`src/rtl/rs422_tx_scheduler_pkg.sv`:
```
// Shared constants for the RS422 frame scheduler: byte width, default sync byte, FSM encodings.
// Optional checksum state ST_CSUM is only reachable when RS422_TX_CSUM_EN is defined.
package rs422_pkg;

    localparam int BYTE_W = 8;
    localparam logic [BYTE_W-1:0] SYNC_BYTE_DEFAULT = 8'hEB;

    typedef logic [3:0] state_t;

    localparam logic [3:0] ST_IDLE = 4'd0;
    localparam logic [3:0] ST_SYNC = 4'd1;
    localparam logic [3:0] ST_CHID = 4'd2;
    localparam logic [3:0] ST_LEN  = 4'd3;
    localparam logic [3:0] ST_RD   = 4'd4;
    localparam logic [3:0] ST_WT   = 4'd5;
    localparam logic [3:0] ST_DATA = 4'd6;
    localparam logic [3:0] ST_CSUM = 4'd7;
    localparam logic [3:0] ST_DONE = 4'd8;

endpackage

```
`src/rtl/rs422_tx_scheduler_rr_arbiter.sv`:
```
// Combinational round-robin arbiter: picks the first requester at or after rr_ptr,
// wrapping modulo NCH, and returns it both one-hot and as an index.
module rr_arbiter #(
    parameter int NCH  = 4,
    parameter int IDXW = $clog2(NCH)
) (
    input  logic [NCH-1:0]  req,
    input  logic [IDXW-1:0] rr_ptr,
    output logic [NCH-1:0]  gnt_onehot,
    output logic [IDXW-1:0] gnt_idx,
    output logic            gnt_any
);

    logic [IDXW:0]   sum;
    logic [IDXW-1:0] cand;

    always_comb begin
        gnt_onehot = '0;
        gnt_idx    = '0;
        gnt_any    = 1'b0;
        sum        = '0;
        cand       = '0;
        for (int k = 0; k < NCH; k++) begin
            sum = {1'b0, rr_ptr} + (IDXW+1)'(k);
            if (sum >= (IDXW+1)'(NCH)) begin
                sum = sum - (IDXW+1)'(NCH);
            end
            cand = sum[IDXW-1:0];
            if (!gnt_any && req[cand]) begin
                gnt_any          = 1'b1;
                gnt_idx          = cand;
                gnt_onehot[cand] = 1'b1;
            end
        end
    end

endmodule

```
`src/rtl/rs422_tx_scheduler.sv`:
```
// Round-robin scheduler framing NCH byte FIFOs onto one RS422 byte transmitter.
// Define RS422_TX_CSUM_EN to append an XOR checksum byte (CHID, LEN, payload) to each frame.
module rs422_tx_scheduler
    import rs422_pkg::*;
#(
    parameter int                NCH       = 4,
    parameter int                PTRWIDTH  = 9,
    parameter int                MAX_BURST = 64,
    parameter logic [BYTE_W-1:0] SYNC_BYTE = SYNC_BYTE_DEFAULT
) (
    input  logic                      clk,
    input  logic                      rst,
    input  logic [NCH-1:0]            fifo_empty,
    input  logic [NCH*(PTRWIDTH+1)-1:0] fifo_usedw,
    input  logic [NCH*8-1:0]          fifo_dout,
    input  logic [NCH-1:0]            fifo_valid,
    output logic [NCH-1:0]            fifo_load,
    output logic [7:0]                tx_data,
    output logic                      tx_valid,
    input  logic                      tx_ready,
    output logic                      busy,
    output logic                      frame_done
);

    localparam int IDXW = $clog2(NCH);
    localparam int UW   = PTRWIDTH + 1;
    localparam logic [UW-1:0] MAX_BURST_UW = UW'(MAX_BURST);

    state_t                state_q, state_d;
    logic [IDXW-1:0]       rr_ptr_q, rr_ptr_d;
    logic [IDXW-1:0]       gnt_q, gnt_d;
    logic [7:0]            len_q, len_d;
    logic [7:0]            cnt_q, cnt_d;
    logic [BYTE_W-1:0]     tx_data_q, tx_data_d;
    logic                  tx_valid_q, tx_valid_d;
`ifdef RS422_TX_CSUM_EN
    logic [BYTE_W-1:0]     csum_q, csum_d;
`endif

    logic [NCH-1:0]        arb_onehot;
    logic [IDXW-1:0]       arb_idx;
    logic                  arb_any;
    logic [UW-1:0]         usedw_sel;
    logic [BYTE_W-1:0]     dout_sel;
    logic                  valid_sel;
    logic                  tx_hs;

    rr_arbiter #(.NCH(NCH), .IDXW(IDXW)) u_arb (
        .req        (~fifo_empty),
        .rr_ptr     (rr_ptr_q),
        .gnt_onehot (arb_onehot),
        .gnt_idx    (arb_idx),
        .gnt_any    (arb_any)
    );

    assign usedw_sel = fifo_usedw[arb_idx*UW +: UW];
    assign dout_sel  = fifo_dout[gnt_q*8 +: 8];
    assign valid_sel = fifo_valid[gnt_q];
    assign tx_hs     = tx_valid_q && tx_ready;

    // tx_data/tx_valid only move on a handshake or while tx_valid is low, so a stalled byte is held.
    always_comb begin
        state_d    = state_q;
        rr_ptr_d   = rr_ptr_q;
        gnt_d      = gnt_q;
        len_d      = len_q;
        cnt_d      = cnt_q;
        tx_data_d  = tx_data_q;
        tx_valid_d = tx_valid_q;
`ifdef RS422_TX_CSUM_EN
        csum_d     = csum_q;
`endif
        case (state_q)
            ST_IDLE: begin
`ifdef RS422_TX_CSUM_EN
                csum_d = '0;
`endif
                if (arb_any) begin
                    gnt_d      = arb_idx;
                    len_d      = (usedw_sel > MAX_BURST_UW) ? 8'(MAX_BURST) : 8'(usedw_sel);
                    cnt_d      = '0;
                    tx_data_d  = SYNC_BYTE;
                    tx_valid_d = 1'b1;
                    state_d    = ST_SYNC;
                end
            end
            ST_SYNC: if (tx_hs) begin
                tx_data_d = 8'(gnt_q);
                state_d   = ST_CHID;
            end
            ST_CHID: if (tx_hs) begin
`ifdef RS422_TX_CSUM_EN
                csum_d = csum_q ^ tx_data_q;
`endif
                tx_data_d = len_q;
                state_d   = ST_LEN;
            end
            ST_LEN: if (tx_hs) begin
`ifdef RS422_TX_CSUM_EN
                csum_d = csum_q ^ tx_data_q;
`endif
                tx_valid_d = 1'b0;
                state_d    = ST_RD;
            end
            ST_RD: state_d = ST_WT;
            ST_WT: if (valid_sel) begin
                tx_data_d  = dout_sel;
                tx_valid_d = 1'b1;
                state_d    = ST_DATA;
            end
            ST_DATA: if (tx_hs) begin
                cnt_d = cnt_q + 8'd1;
`ifdef RS422_TX_CSUM_EN
                csum_d = csum_q ^ tx_data_q;
`endif
                if (cnt_q + 8'd1 == len_q) begin
`ifdef RS422_TX_CSUM_EN
                    tx_data_d = csum_q ^ tx_data_q;
                    state_d   = ST_CSUM;
`else
                    tx_valid_d = 1'b0;
                    state_d    = ST_DONE;
`endif
                end else begin
                    tx_valid_d = 1'b0;
                    state_d    = ST_RD;
                end
            end
`ifdef RS422_TX_CSUM_EN
            ST_CSUM: if (tx_hs) begin
                tx_valid_d = 1'b0;
                state_d    = ST_DONE;
            end
`endif
            ST_DONE: begin
                tx_valid_d = 1'b0;
                rr_ptr_d   = (gnt_q == IDXW'(NCH-1)) ? '0 : gnt_q + IDXW'(1);
                state_d    = ST_IDLE;
            end
            default: begin
                tx_valid_d = 1'b0;
                state_d    = ST_IDLE;
            end
        endcase
    end

    always_ff @(posedge clk) begin
        if (rst) begin
            state_q    <= ST_IDLE;
            rr_ptr_q   <= '0;
            gnt_q      <= '0;
            len_q      <= '0;
            cnt_q      <= '0;
            tx_data_q  <= '0;
            tx_valid_q <= 1'b0;
`ifdef RS422_TX_CSUM_EN
            csum_q     <= '0;
`endif
        end else begin
            state_q    <= state_d;
            rr_ptr_q   <= rr_ptr_d;
            gnt_q      <= gnt_d;
            len_q      <= len_d;
            cnt_q      <= cnt_d;
            tx_data_q  <= tx_data_d;
            tx_valid_q <= tx_valid_d;
`ifdef RS422_TX_CSUM_EN
            csum_q     <= csum_d;
`endif
        end
    end

    always_comb begin
        fifo_load = '0;
        if (state_q == ST_RD) begin
            fifo_load[gnt_q] = 1'b1;
        end
    end

    assign tx_data    = tx_data_q;
    assign tx_valid   = tx_valid_q;
    assign busy       = (state_q != ST_IDLE);
    assign frame_done = (state_q == ST_DONE);

endmodule
```
`config.mk`:
```
export PLATFORM = sky130hd
export DESIGN_NAME = rs422_tx_scheduler
export DESIGN_NICKNAME = d
export VERILOG_FILES = /design/src/rtl/rs422_tx_scheduler_pkg.sv /design/src/rtl/rs422_tx_scheduler_rr_arbiter.sv /design/src/rtl/rs422_tx_scheduler.sv
export SDC_FILE = /design/constraint.sdc
export NUM_CORES = 1
export LEC_CHECK = 0
export BUFFER_PORTS_ARGS = -buffer_cell sky130_fd_sc_hd__buf_4
export CORE_MARGIN = 2
export CORE_UTILIZATION = 45
export DETAILED_ROUTE_END_ITERATION = 6
export GPL_ROUTABILITY_DRIVEN = 0
export GPL_TIMING_DRIVEN = 0
export PLACE_DENSITY = 0.75
export REMOVE_ABC_BUFFERS = 1
export SLEW_MARGIN = 20
export SYNTH_ARGS = -nofsm -noshare
export SYNTH_HDL_FRONTEND = slang
export SYNTH_SLANG_ARGS = --single-unit
```
`constraint.sdc`:
```
create_clock -name clk -period 1.96 [get_ports clk]
set_input_delay 0.392 -clock clk [delete_from_list [all_inputs] [get_ports clk]]
set_output_delay 0.392 -clock clk [all_outputs]
set_load 0.01 [all_outputs]
```
==> results of run 1 <==
## path summary, 6_finish.rpt
path              slack [ps]        from  cells past startpoint    endpoint
setup / recovery          80  state_q[3]                      3  frame_done
hold / removal           480         rst                      2    len_q[2]
setup reg to reg         120  state_q[1]                      6  tx_data[1]
hold reg to reg          500  tx_data[0]                      2  tx_data[0]
## final cells by class
cell class | instances | share of cell area, %
clock buffer | 5 | 2.00
clock inverter | 3 | 1.89
inverter | 6 | 0.655
multi-input combinational | 230 | 49.5
sequential | 33 | 19.7
tap | 70 | 2.55
timing repair buffer | 105 | 23.7
## where the power goes
group / internal (mW) / switching [mW] / leakage [nW]
Sequential: 0.723 / 0.0892 / 0.273
Combinational: 0.381 / 0.339 / 1.10
Clock: 0.505 / 0.263 / 0.0681
Total: 1.61 / 0.691 / 1.44
## flip-flops by register name (all words and copies together) (netlist names)
signal	flops
rr_ptr_q	2
len_q	8
cnt_q	8
tx_valid	1
gnt_q	2
state_q	4
tx_data	8
## layout by cell type, fill, tap and decap left out, types with 7 or more instances in the layout
master	n
buf_4	103
nor2_1	42
dfxtp_1	27
mux2i_1	23
nand2_1	19
a21oi_1	19
o21ai_0	11
nor3_1	11
mux4_2	7
## per-layer routing
layer  vias to the layer above  share of wire (%)  global-route usage, %
met2                       135                 49                   42.2
met5                         -                  0                      0
met1                      1191                 40                   28.8
met3                        16                8.8                   5.65
li1                       1235                  -                      -
met4                         0                2.5                   8.57
## kinds of logic after synthesis
kind of cell	share of synthesized area [%]
adder cells (fa/ha/maj)	3.02
AO/OA/AOI/OAI	19.5
XOR/XNOR	4.01
flip-flops	27.5
multiplexers	18.2
buffers and inverters	4.38
AND/OR/NAND/NOR	23.4
## what timing repair did
item / 4_1_cts / 5_1_grt
setup buffers: 6 / 2
gates resized for setup: 12 / 9
pin swaps: 3 / 1
endpoints found under the setup margin: 35 / 17
## cells in the mapped netlist, drive strengths merged (4+ instances only)
cell	number	share of area, %
nor2	44	7.0
dfxtp	33	28
mux2i	23	9.6
a21oi	21	4.7
nand2	20	3.2
nor3	11	2.3
o21ai	11	2.3
clkbuf	9	1.4
mux4	8	7.7
buf	7	2.0
nand3	7	1.5
nor4	7	1.8
o21a	7	2.5
a22oi	6	1.9
a32oi	6	2.2
inv	6	0.94
xnor2	6	2.2
and2	5	1.3
ha	5	2.6
xor2	5	1.8
nand2b	4	1.0
nor3b	4	1.7
==> impl_metrics.yaml, run 1 <==
synthesis:
  yosys_warnings: 0
  netlist_area_sq_um: 2400
  synthFlopType: "dfxtp_1"
  async_flop_share_pct: 0
  syn_avg_cell_area_sq_um: 8.42
  synth_cell_type_count: 52
  synth-seq-area-share_pct: 27.5
  synth_cells: 285
  synth_edf_count: 0
  yosys_register_bits: 33
drt:
  drtIter0Drc: 161
  vias: 2577
  wl_um: 7080
  vias_per_cell: 5.70
  drtAntennaViolNets: 0
  drc: 0
  firstDrtPassIters: 4
  wl_per_cell_um: 15.7
floorplan:
  die_w_um: 77.0
  die_y_um: 77.0
  fp.coreArea_sq_um: 5140
  ios: 98
  start_util_pct: 46.7
  row_count: 26
  die_area_sq_um: 5940
sta:
  finalCriticalPeriod_ps: 1880
  setup_viol: 0
  skew_ps: 3.31
  final.period_utilization_pct: 96.1
  fin_setup_tns_ps: 0
  relSlewSlack_pct: 63.2
  fin_ws_ps: 76.5
  worst_pin_slew_ps: 551
  finalHoldViolCount: 0
  rsz0062_at_grt: "no"
  fmax_ghz: 0.531
  fin_hold_ws_ps: 480
  slew_viol_final: 0
global_route:
  grt-ovfl-total: 0
  grt_pass1_vias: 2533
  grt_pass1_wl_um: 11500
  track_usage_pct: 24.1
  antenna_found_initial: 0
  grt_max_degree: 33
clock_tree:
  clkTransAtPathRegs_ps: 70
  cts.sink_count: 33
  cts_buffer_depth: 2
  cts.htree.levels: 2
  cts_tree: "done"
  clk_latency_ps: 290
  clockRootBuffer: "clkbuf_8"
  ctsHoldBuffers: 0
  cts_buffers: 5
critical_path:
  crit_required_ps: 1570
  slowest_stage: "dfxtp_4"
  max_stage_delay_ps: 450
  cp.arrival_ps: 1490
  cp-end-kind: "primary output"
  critPathBufInv: 2
  path_cells: "inv_1 > nor4_4 > buf_4"
  cp_top_family: "flip-flops"
  critPathLaunchType: "flip-flop"
  crit_fanout: 11
  worstSetupPathType: "reg -> out"
place:
  pre_cts_ws_ps: -501
  dpl-instance-area_sq_um: 3130
  post-dp-hpwl_um: 5320
  dp.cells: 436
  io_buffers: 97
final_layout:
  area_growth_pct: 43.1
  multi_input_comb_area_sq_um: 1700
  diodes: 0
  final_core_util_pct: 66.8
  regArea_sq_um: 678
  final_area_sq_um: 3440
  drive_above_1_share_pct: 37.7
  fillers: 460
  fin_nets: 469
  stdcell_count: 452
power:
  pwr_density_cell_nw_per_um2: 670
  irDropWorstVdd_uv: 383
  p_total_mw: 2.30
  power.leakage_nw: 1.44
run:
  drv_cap: 0
worst_hold_path:
  hp-class: "in -> reg"
run_status:
  outcome: "complete, no violations"
Power figures use the tool's default switching activity.
==> run 2: changes to the inputs <==
--- a/config.mk
+++ b/config.mk
@@ -11,6 +11,7 @@
 export DETAILED_ROUTE_END_ITERATION = 6
 export GPL_ROUTABILITY_DRIVEN = 0
 export GPL_TIMING_DRIVEN = 0
+export MAX_ROUTING_LAYER = met4
 export PLACE_DENSITY = 0.75
 export REMOVE_ABC_BUFFERS = 1
 export SLEW_MARGIN = 20
==> impl_metrics.yaml, run 2 (synthesis gave the netlist of run 1 again) <==
global_route:
  antenna_found_initial: 0
  grt-ovfl-total: 0
  track_usage_pct: 24.8
  grt_max_degree: 33
  grt_pass1_vias: 2529
  grt_pass1_wl_um: 11500
sta:
  relSlewSlack_pct: 63.4
  final.period_utilization_pct: 96.1
  setup_viol: 0
  worst_pin_slew_ps: 548
  fin_hold_ws_ps: 484
  slew_viol_final: 0
  skew_ps: 3.53
  fin_setup_tns_ps: 0
  finalHoldViolCount: 0
  finalCriticalPeriod_ps: 1880
  fin_ws_ps: 76.5
  rsz0062_at_grt: "no"
  fmax_ghz: 0.531
clock_tree:
  clkTransAtPathRegs_ps: 70
  cts_tree: "done"
  cts_buffers: 5
  clockRootBuffer: "clkbuf_8"
  cts.htree.levels: 2
  cts_buffer_depth: 2
  clk_latency_ps: 290
  cts.sink_count: 33
  ctsHoldBuffers: 0
final_layout:
  final_cell_mix: "buf_4, nor2_1, dfxtp_1, mux2i_1"
  diodes: 0
  mostFrequentLayoutCell: "buf_4"
  area_growth_pct: 42.7
  final_core_util_pct: 66.7
  fin_nets: 469
  drive_above_1_share_pct: 38.0
drt:
  vias_per_cell: 5.69
  vias: 2571
  wl_per_cell_um: 15.6
  drtIter0Drc: 169
  drtAntennaViolNets: 0
  wl_um: 7070
  drc: 0
  firstDrtPassIters: 4
run_status:
  outcome: "complete, no violations"
critical_path:
  crit_required_ps: 1570
  max_stage_delay_ps: 450
  slowest_stage: "dfxtp_4"
  critPathLaunchType: "flip-flop"
  crit_fanout: 11
  cp.arrival_ps: 1490
  worstSetupPathType: "reg -> out"
  r2r-start: "state_q[1]"
  cp-end-kind: "primary output"
  path_cells: "inv_1 > nor4_4 > buf_4"
  worstSetupStartpoint: "state_q[3]"
power:
  irDropWorstVdd_uv: 384
  pwr_density_cell_nw_per_um2: 671
  p_total_mw: 2.30
  power.leakage_nw: 1.44
floorplan:
  die_w_um: 77.0
  fp.coreArea_sq_um: 5140
  ios: 98
  die_area_sq_um: 5940
  row_count: 26
  start_util_pct: 46.7
  die_y_um: 77.0
place:
  io_buffers: 97
  pre_cts_ws_ps: -501
  post-dp-hpwl_um: 5320
run:
  drv_cap: 0
worst_hold_path:
  hp-class: "in -> reg"
  hp-start: "rst"
## run 2: changes by cell type in the layout (fill, tap and decap cells not counted)
cell,delta
nor2_1,-1
nor2_2,+1
o2bb2ai_2,+1
o2bb2ai_4,-1
## run 2: layer usage
metal  GRT usage [%]  wire, um  vias to the layer above
li1                -         -                     1233
met1            29.2      2820                     1177
met2            42.2      3450                      143
met3            5.06       627                       18
met4            8.57       175                        0
met5               -         0                        -
## run 2: worst paths after layout
path,endpoint,slack (ps),cells after the start
max,frame_done,80,3
min,gnt_q[0],480,2
max reg2reg,tx_data[1],110,6
min reg2reg,tx_data[7],500,2
## run 2: metrics by stage
stage / cells / cell area, sq um
global route: 452 / 3430
finish: 452 / 3430
CTS: 450 / 3380
floorplan: 269 / 2320
detailed placement: 436 / 3130
global placement: 436 / 3130
## run 2: layout make-up
cell class	count	area (sq um)
Clock buffer	5	68.8
Tap cell	70	87.6
Fill cell	462	1710
Timing Repair Buffer	105	813
Clock inverter	3	65.1
Sequential cell	33	678
Multi-Input combinational cell	230	1690
Inverter	6	22.5
## run 2: report_power, final
part	leakage [nW]	internal [mW]	switching, mW
sequential	0.273	0.723	0.0895
clock	0.0681	0.505	0.264
combinational	1.09	0.381	0.337
## run 2: critical path, delay by kind of cell (launching register included)
family | cells | cell delay (ps)
flops | 1 | 450
simple gates | 1 | 420
buf+inv | 2 | 320
## run 2: timing repair
| item | 4_1_cts | 5_1_grt |
|---|---|---|
| pin swaps | 3 | 1 |
| setup endpoints to repair | 35 | 17 |
| resized for setup | 12 | 9 |
| buffers inserted | 6 | 2 |
| hold endpoints to repair | 0 | 0 |
==> run 3: changes to the inputs <==
--- a/config.mk
+++ b/config.mk
@@ -8,13 +8,15 @@
 export BUFFER_PORTS_ARGS = -buffer_cell sky130_fd_sc_hd__buf_4
 export CORE_MARGIN = 2
 export CORE_UTILIZATION = 45
+export CTS_BUF_LIST = sky130_fd_sc_hd__clkbuf_2
 export DETAILED_ROUTE_END_ITERATION = 6
 export GPL_ROUTABILITY_DRIVEN = 0
 export GPL_TIMING_DRIVEN = 0
 export MAX_ROUTING_LAYER = met4
-export PLACE_DENSITY = 0.75
+export PLACE_DENSITY = 0.74
 export REMOVE_ABC_BUFFERS = 1
 export SLEW_MARGIN = 20
 export SYNTH_ARGS = -nofsm -noshare
 export SYNTH_HDL_FRONTEND = slang
+export SYNTH_HIERARCHICAL = 1
 export SYNTH_SLANG_ARGS = --single-unit
==> impl_metrics.yaml, run 3 <==
worst_hold_path:
  hp-class: "in -> reg"
drt:
  vias_per_cell: 5.87
  wl_per_cell_um: 17.9
  firstDrtPassIters: 7
  drc: 0
  vias: 2841
  wl_um: 8680
  drtAntennaViolNets: 0
  drtIter0Drc: 190
critical_path:
  crit_required_ps: 2290
  critPathLaunchType: "flip-flop"
  cp-end-kind: "flip-flop"
  cp.arrival_ps: 3000
  crit_fanout: 8
  worstSetupPathType: "reg -> reg"
clock_tree:
  cts.sink_count: 33
  clk_latency_ps: 390
  clockRootBuffer: "clkbuf_2"
  clkTransAtPathRegs_ps: 200
  cts_tree: "done"
  cts.htree.levels: 2
  cts_buffers: 5
  cts_buffer_depth: 2
floorplan:
  die_w_um: 79.7
  row_count: 27
  die_y_um: 79.7
  fp.coreArea_sq_um: 5510
  die_area_sq_um: 6350
  start_util_pct: 46.8
  ios: 98
final_layout:
  final_area_sq_um: 3950
  fin_nets: 500
  area_growth_pct: 53.1
  stdcell_count: 484
  drive_above_1_share_pct: 53.4
  final_cell_mix: "buf_4, nor2_1, dfxtp_1, mux4_2, a21oi_1"
  mostFrequentLayoutCell: "buf_4"
  final_core_util_pct: 71.7
  diodes: 0
synthesis:
  synth_cells: 288
  syn_avg_cell_area_sq_um: 8.95
  yosys_warnings: 6
  netlist_area_sq_um: 2580
sta:
  relSlewSlack_pct: 60.0
  slew_viol_final: 0
  skew_ps: 5.22
  final.period_utilization_pct: 136
  fmax_ghz: 0.375
  fin_hold_ws_ps: 384
  rsz0062_at_grt: "yes"
  finalCriticalPeriod_ps: 2670
  finalHoldViolCount: 0
  fin_setup_tns_ps: -15020
  setup_viol: 29
  fin_ws_ps: -706
  worst_pin_slew_ps: 592
place:
  dp.cells: 438
  dpl-instance-area_sq_um: 3310
  io_buffers: 97
  post-dp-hpwl_um: 5500
  pre_cts_ws_ps: -1360
global_route:
  grt-ovfl-total: 0
  grt_pass1_wl_um: 12900
  track_usage_pct: 26.5
  grt_pass1_vias: 2664
  grt_max_degree: 35
  antenna_found_initial: 0
power:
  power.leakage_nw: 1.62
  pwr_density_cell_nw_per_um2: 837
  irDropWorstVdd_uv: 642
  p_total_mw: 3.30
run_status:
  outcome: "finished, violations left"
  violations: "negative setup slack"
run:
  drv_cap: 0
## run 3: cell count changes in the layout (fill, tap and decap cells not counted), sizes merged, moves of 4 or more
cell / delta
a22oi: +8
mux2i: -15
buf: +29
nor2: -10
a32oi: -6
nand2: -7
mux4: +10
inv: +4
nand2b: +4
## run 3: final timing paths
kind | start | end | slack [ps] | cells past startpoint
worst min register to register | tx_data[0] | tx_data[0] | 500 | 2
worst max-delay path | rr_ptr_q[0] | len_q[1] | -710 | 13
worst min-delay path | rst | len_q[2] | 380 | 2
worst max register to register | rr_ptr_q[0] | len_q[1] | -710 | 13
## run 3: critical path: stages, from the launching register on
cell and delay [ps]:
dfxtp_4 420, inv_2 50, ha_4 250, mux4_2 340
and2b_2 280, o21ai_4 170, o31ai_4 110, buf_6 160
nor3_4 120, a22oi_2 90, a211oi_2 230, buf_4 190
a22oi_2 60, nor2_1 130
## run 3: what timing repair did
item / CTS / global route
gates cloned: 0 / 1
hold buffers: 0 / 0
resized for setup: 58 / 24
setup buffers: 21 / 16
setup endpoints to repair: 36 / 37
pin swaps: 17 / 16
## run 3: final cells by class
cell class | instances | area, sq um
Clock buffer | 5 | 25.0
Sequential cell | 33 | 692
Timing Repair Buffer | 135 | 1060
Fill cell | 420 | 1560
Tap cell | 72 | 90.1
Inverter | 10 | 40.0
Multi-Input combinational cell | 226 | 2000
Clock inverter | 3 | 46.3
## run 3: per-layer routing
metal / up-vias / track usage [%] / routed length (um)
met5: - / - / 0
li1: 1316 / - / -
met1: 1366 / 33.1 / 3390
met3: 21 / 4.07 / 572
met2: 138 / 44.9 / 4550
met4: 0 / 7.07 / 165
## run 3: power breakdown
part | switching (mW) | internal (mW)
logic | 0.845 | 0.972
registers | 0.203 | 0.797
clock network | 0.268 | 0.217
total | 1.32 | 1.99
